<file path="src/rtl/regfile_pkg.sv">
// Shared constants and width helper for the multi-ported register file.
// Optional same-cycle write bypass is enabled by defining MP_REGFILE_BYPASS_EN.
package regfile_pkg;

    localparam int XLEN_DEF  = 32;
    localparam int NREGS_DEF = 32;
    localparam int NRP_DEF   = 2;
    localparam int NWP_DEF   = 2;

    function automatic int aw_of(input int nregs);
        return (nregs <= 2) ? 1 : $clog2(nregs);
    endfunction

endpackage

</file>
<file path="src/rtl/mp_regfile_sb.sv">
// Register scoreboard: one pending bit per register.
// Priority: flush > reserve > write-clear > hold.
module mp_regfile_sb
    import regfile_pkg::*;
#(
    parameter  int NREGS = NREGS_DEF,
    parameter  int NWP   = NWP_DEF,
    localparam int AW    = aw_of(NREGS)
) (
    input  logic              i_clk,
    input  logic              i_rst_n,
    input  logic              rsv_en,
    input  logic [AW-1:0]     rsv_addr,
    input  logic              flush,
    input  logic [NWP-1:0]    wr_en,
    input  logic [NWP*AW-1:0] wr_addr,
    output logic [NREGS-1:0]  busy_vec
);

    logic [NREGS-1:0] busy_q;
    logic [NREGS-1:0] busy_d;

    always_comb begin
        busy_d = busy_q;
        for (int p = 0; p < NWP; p++) begin
            if (wr_en[p]) begin
                busy_d[wr_addr[p*AW +: AW]] = 1'b0;
            end
        end
        // A same-cycle reserve means a newer producer is still in flight.
        if (rsv_en && rsv_addr != '0) begin
            busy_d[rsv_addr] = 1'b1;
        end
        if (flush) begin
            busy_d = '0;
        end
        busy_d[0] = 1'b0;
    end

    always_ff @(posedge i_clk) begin
        if (!i_rst_n) begin
            busy_q <= '0;
        end else begin
            busy_q <= busy_d;
        end
    end

    assign busy_vec = busy_q;

endmodule

</file>
<file path="src/rtl/mp_regfile.sv">
// Multi-ported register file with scoreboard; x0 hardwired to zero.
// Define MP_REGFILE_BYPASS_EN to forward same-cycle writes to the read ports.
module mp_regfile
    import regfile_pkg::*;
#(
    parameter  int XLEN  = XLEN_DEF,
    parameter  int NREGS = NREGS_DEF,
    parameter  int NRP   = NRP_DEF,
    parameter  int NWP   = NWP_DEF,
    localparam int AW    = aw_of(NREGS)
) (
    input  logic                i_clk,
    input  logic                i_rst_n,
    input  logic [NRP*AW-1:0]   i_rp_addr,
    output logic [NRP*XLEN-1:0] o_rp_data,
    output logic [NRP-1:0]      o_rp_busy,
    input  logic [NWP-1:0]      i_wp_en,
    input  logic [NWP*AW-1:0]   i_wp_addr,
    input  logic [NWP*XLEN-1:0] i_wp_data,
    input  logic                i_rsv_en,
    input  logic [AW-1:0]       i_rsv_addr,
    input  logic                i_flush,
    output logic [NREGS-1:0]    o_busy_vec
);

    logic [XLEN-1:0]  mem [NREGS];
    logic [NREGS-1:0] busy_vec;

    // Later ports overwrite earlier ones, so the highest port wins.
    always_ff @(posedge i_clk) begin
        if (!i_rst_n) begin
            for (int r = 0; r < NREGS; r++) begin
                mem[r] <= '0;
            end
        end else begin
            for (int p = 0; p < NWP; p++) begin
                if (i_wp_en[p] && i_wp_addr[p*AW +: AW] != '0) begin
                    mem[i_wp_addr[p*AW +: AW]] <= i_wp_data[p*XLEN +: XLEN];
                end
            end
        end
    end

    mp_regfile_sb #(
        .NREGS (NREGS),
        .NWP   (NWP)
    ) u_sb (
        .i_clk    (i_clk),
        .i_rst_n  (i_rst_n),
        .rsv_en   (i_rsv_en),
        .rsv_addr (i_rsv_addr),
        .flush    (i_flush),
        .wr_en    (i_wp_en),
        .wr_addr  (i_wp_addr),
        .busy_vec (busy_vec)
    );

    assign o_busy_vec = busy_vec;

    for (genvar k = 0; k < NRP; k++) begin : g_rd
        logic [AW-1:0]   ra;
        logic [XLEN-1:0] rd;
        logic            rb;

        assign ra = i_rp_addr[k*AW +: AW];

        always_comb begin
            rd = mem[ra];
            rb = busy_vec[ra];
`ifdef MP_REGFILE_BYPASS_EN
            for (int p = 0; p < NWP; p++) begin
                if (i_wp_en[p] && i_wp_addr[p*AW +: AW] == ra) begin
                    rd = i_wp_data[p*XLEN +: XLEN];
                    rb = i_rsv_en && (i_rsv_addr == ra);
                end
            end
`endif
            if (ra == '0) begin
                rd = '0;
                rb = 1'b0;
            end
        end

        assign o_rp_data[k*XLEN +: XLEN] = rd;
        assign o_rp_busy[k]              = rb;
    end

endmodule
</file>
<file path="config.mk">
export PLATFORM = sky130hd
export DESIGN_NAME = mp_regfile
export DESIGN_NICKNAME = d
export VERILOG_FILES = /design/src/rtl/regfile_pkg.sv /design/src/rtl/mp_regfile_sb.sv /design/src/rtl/mp_regfile.sv
export SDC_FILE = /design/constraint.sdc
export NUM_CORES = 2
export LEC_CHECK = 0
export CORE_MARGIN = 3
export CORE_UTILIZATION = 50
export CTS_CLUSTER_DIAMETER = 60
export DETAILED_ROUTE_END_ITERATION = 8
export PLACE_DENSITY = 0.77
export SETUP_SLACK_MARGIN = 0.05
export SYNTH_ARGS = -nofsm -noshare
export SYNTH_HDL_FRONTEND = slang
export SYNTH_SLANG_ARGS = --single-unit
</file>
<file path="constraint.sdc">
create_clock -name i_clk -period 2.7 [get_ports i_clk]
set_input_delay 0.27 -clock i_clk [delete_from_list [all_inputs] [get_ports i_clk]]
set_output_delay 0.27 -clock i_clk [all_outputs]
set_load 0.01 [all_outputs]
</file>
==> metrics.md <==
| Metric | Value |
|---|---|
| Register area | `0.03139 mm²` |
| Wire per inst | `42.44 µm` |
| Final Instance Area | `0.07485 mm²` |
| Max incr delay on CP | `0.46 ns` |
| Syn Std Cell Area | `0.06067 mm²` |
| Reg clk slew, reported paths | `0.06 ns` |
| Fin Clk Skew | `0 ns` |
| Async SR Flop Fraction | `0%` |
| Htree depth | `3` |
| Die area | `0.1256 mm²` |
| Grt ovf | `0` |
| PortBufs | `191` |
| Initial antenna violation count | `11` |
| CP Capture Type | `output pin` |
| Hold_buf cts | `0` |
| Largest net degree at the start of global routing | `34` |
| Sink Count | `1055` |
| Area fraction of the dominant cell type after synthesis | `50.68%` |
| Run status | `finished, violations left` |
| CP top delay family | `buffers and inverters` |
| Total CTS buffers | `112` |
| Slowest CP cell | `mux4_2` |
| First-pass GRT wire length | `367700 µm` |
| RSZ-0062 raised after global routing | `yes` |
| Core ar. | `0.1201 mm²` |
| Multi-input gate area | `0.02871 mm²` |
| Detail Route Antenna Nets | `0` |
| Crit Path Class | `flop to output pin` |
| Clk_lat worst skew | `0.73 ns` |
| Fillcell total | `8479` |
| Vias per cell | `8.122` |
| First DRT Iteration DRCs | `10021` |
| Worst path cell trace | `buf_6 > mux4_2 > nor2b_4 > a211oi_2 > buf_4 > a311oi_4 > buf_2` |
| DP HPWL | `167000 µm` |
| TNS Setup | `-3.708 ns` |
| Nets@finish | `4611` |
| #FFs+latches synth | `1055` |
| Top cell type by total area after synthesis | `edfxtp_1` |
| Failing checks | `negative setup slack` |
| Leak | `26.04 nW` |
| Row count | `127` |
| CP Data Arrival Time | `2.62 ns` |
| Detailed Routing Iterations Pass 1 | `9` |
| Buf/Inv on CP | `3` |
| Die X | `354.4 µm` |
| Effective utilization at floorplan | `50.51%` |
| # DRC | `0` |
| Placed cell area | `0.06939 mm²` |
| Max cap viols | `0` |
| Clock tree from TritonCTS | `built` |
| Root Buffer | `clkbuf_16` |
| Setup ws final | `-0.1918 ns` |
| Final Setup Violations | `49` |
| Final core occ | `62.31%` |
| Ys flop type | `edfxtp_1` |
| Via Count | `50600` |
| Worst Path Required | `2.43 ns` |
| Count of cell types in the netlist | `56` |
| Min cycle time layout | `2.892 ns` |
| Max_slew headroom | `8.334%` |
| Worst hold path class | `input port to flop` |
| Startpoint types | `flop` |
| Slew @ Worst Pin | `1.372 ns` |
| PD cells | `569.6 mW/mm²` |
| Share of post-route cells with drive strength above 1 | `39.17%` |
| Fmax | `0.3458 GHz` |
| Pre-CTS setup slack | `-0.6187 ns` |
| GPL Wtd Cong | `1.016` |
| EDFF count, synth | `1024` |
| Area grow syn2layout | `23.37%` |
| CTS Buffer Depth | `3` |
| Sequential element share of the synthesized area | `51.70%` |
| Part of the cycle the worst path needs | `107.1%` |
| Synth warn | `0` |
| Peak supply drop | `0.6046 mV` |
| Die height | `354.4 µm` |
| I/O Pins | `193` |
| Post-Syn Area per Cell | `14.73 µm²` |
| Synth top area cells | `edfxtp_1 (51%), mux4_2 (17%), a22o_1 (14%)` |
| Vias in the first global route | `50501` |
| Crit-path max FO | `2` |
| GRT Resource Usage Total | `41.15%` |
| Final wirelength | `264400 µm` |
| Final Hold Vio Count | `0` |
| Cells after Synth | `4119` |
| Max-slew violation count | `0` |
-- cell usage after synthesis (all sizes together), types with 10 or more instances --
library cell,n
mux2i,132
nor3b,15
and3b,10
a311oi,66
nor2b,70
o21ai,117
edfxtp,1024
clkbuf,409
a22oi,126
nand2,64
dfxtp,31
nor2,90
mux2,68
o2111ai,15
a221oi,51
nor3,11
nand3b,28
mux4,460
a22o,992
a211oi,64
buf,221
-- timing repair --
item | 4_1_cts | 5_1_grt
setup buffers | 14 | 7
gates resized for setup | 607 | 125
setup endpoints to repair | 66 | 66
pin swaps | 65 | 58
-- logic make-up after synthesis --
| family | after synthesis | synth area share, % |
|---|---|---|
| AND/OR/NAND/NOR | 326 | 3.487 |
| other | 1 | 0.006181 |
| AO/OA/AOI/OAI | 1443 | 19.67 |
| buffers and inverters | 634 | 4.621 |
| multiplexers | 660 | 20.51 |
| flip-flops | 1055 | 51.70 |
-- worst register-to-register path, stage by stage (launching register included) --
cell     delay (ns)
dfxtp_1        0.53
a22oi_1        0.14
nor2_1         0.15
-- routing by layer --
layer	vias to the layer above	wire length (µm)	track usage, %
li1	18313	-	-
met1	24404	77020	47.55
met2	6119	109600	58.22
met3	1754	51760	21.01
met4	10	25760	30.86
met5	-	201	1.038
-- layout by cell type (no fill, tap or decap), types with 10 or more instances in the layout --
| cell type | instances |
|---|---|
| nor2_1 | 42 |
| dfxtp_1 | 19 |
| clkinv_2 | 25 |
| buf_6 | 45 |
| buf_12 | 161 |
| nor2b_4 | 18 |
| a311oi_2 | 36 |
| mux2i_1 | 130 |
| clkbuf_1 | 19 |
| a221oi_2 | 19 |
| edfxtp_1 | 1024 |
| o21ai_2 | 58 |
| a311oi_1 | 13 |
| a22oi_2 | 24 |
| o21ai_4 | 12 |
| mux2_4 | 43 |
| a211oi_2 | 41 |
| nand3b_1 | 25 |
| a221oi_1 | 32 |
| and3b_1 | 10 |
| buf_2 | 38 |
| clkdlybuf4s50_1 | 114 |
| conb_1 | 33 |
| nor2_4 | 48 |
| a22o_1 | 992 |
| a22oi_1 | 102 |
| mux4_2 | 460 |
| nand2_1 | 58 |
| nor2b_1 | 52 |
| buf_4 | 518 |
| bufinv_16 | 11 |
| dfxtp_2 | 10 |
| a211oi_1 | 18 |
| clkbuf_16 | 115 |
| o21ai_1 | 46 |
| mux2_2 | 25 |
| clkinv_1 | 21 |
| a311oi_4 | 17 |
-- area by class of cell --
class	count	area share (%)
diodes	7	0.02340
clock buffers	137	3.978
clock inverters	72	0.9427
inverters	4	0.02340
multi-input cells	2462	38.35
flip-flops and latches	1055	41.93
well taps	1612	2.694
repair buffers	881	12.05
-- power by group --
group	total [mW]	internal [mW]	switching (mW)	leakage, nW
logic	7.39	3.19	4.20	14.2
clock network	15.8	8.90	6.91	1.79
registers	19.4	18.9	0.527	10.0
-- flip-flops by register name, summed over array words and instances (netlist names) --
signal,cells
mem,1024
u_sb.busy_vec,31
-- through the flow --
step	power, mW	std cells	hold WS (ns)
6_report	42.64	6230	0.3745
3_5_place_dp	26.25	6008	0.5775
2_1_floorplan	22.89	4151	0.4719
5_1_grt	43.24	6223	0.3595
3_3_place_gp	26.04	6008	0.5774
4_1_cts	41.90	6217	0.3376
-- path summary, 6_finish.rpt --
| kind | from | to | slack (ns) | depth (start not counted) |
|---|---|---|---|---|
| worst max-delay path | mem[3][18]$_DFFE_PP_ | o_rp_data[50] | -0.19 | 7 |
| worst min-delay path | i_rst_n | mem[16][27]$_DFFE_PP_ | 0.37 | 4 |
| worst max register to register | u_sb.busy_vec[2]$_SDFF_PP0_ | u_sb.busy_vec[2]$_SDFF_PP0_ | 1.80 | 2 |
| worst min register to register | u_sb.busy_vec[16]$_SDFF_PP0_ | u_sb.busy_vec[16]$_SDFF_PP0_ | 0.56 | 2 |
(Power assumes the default switching activity.)
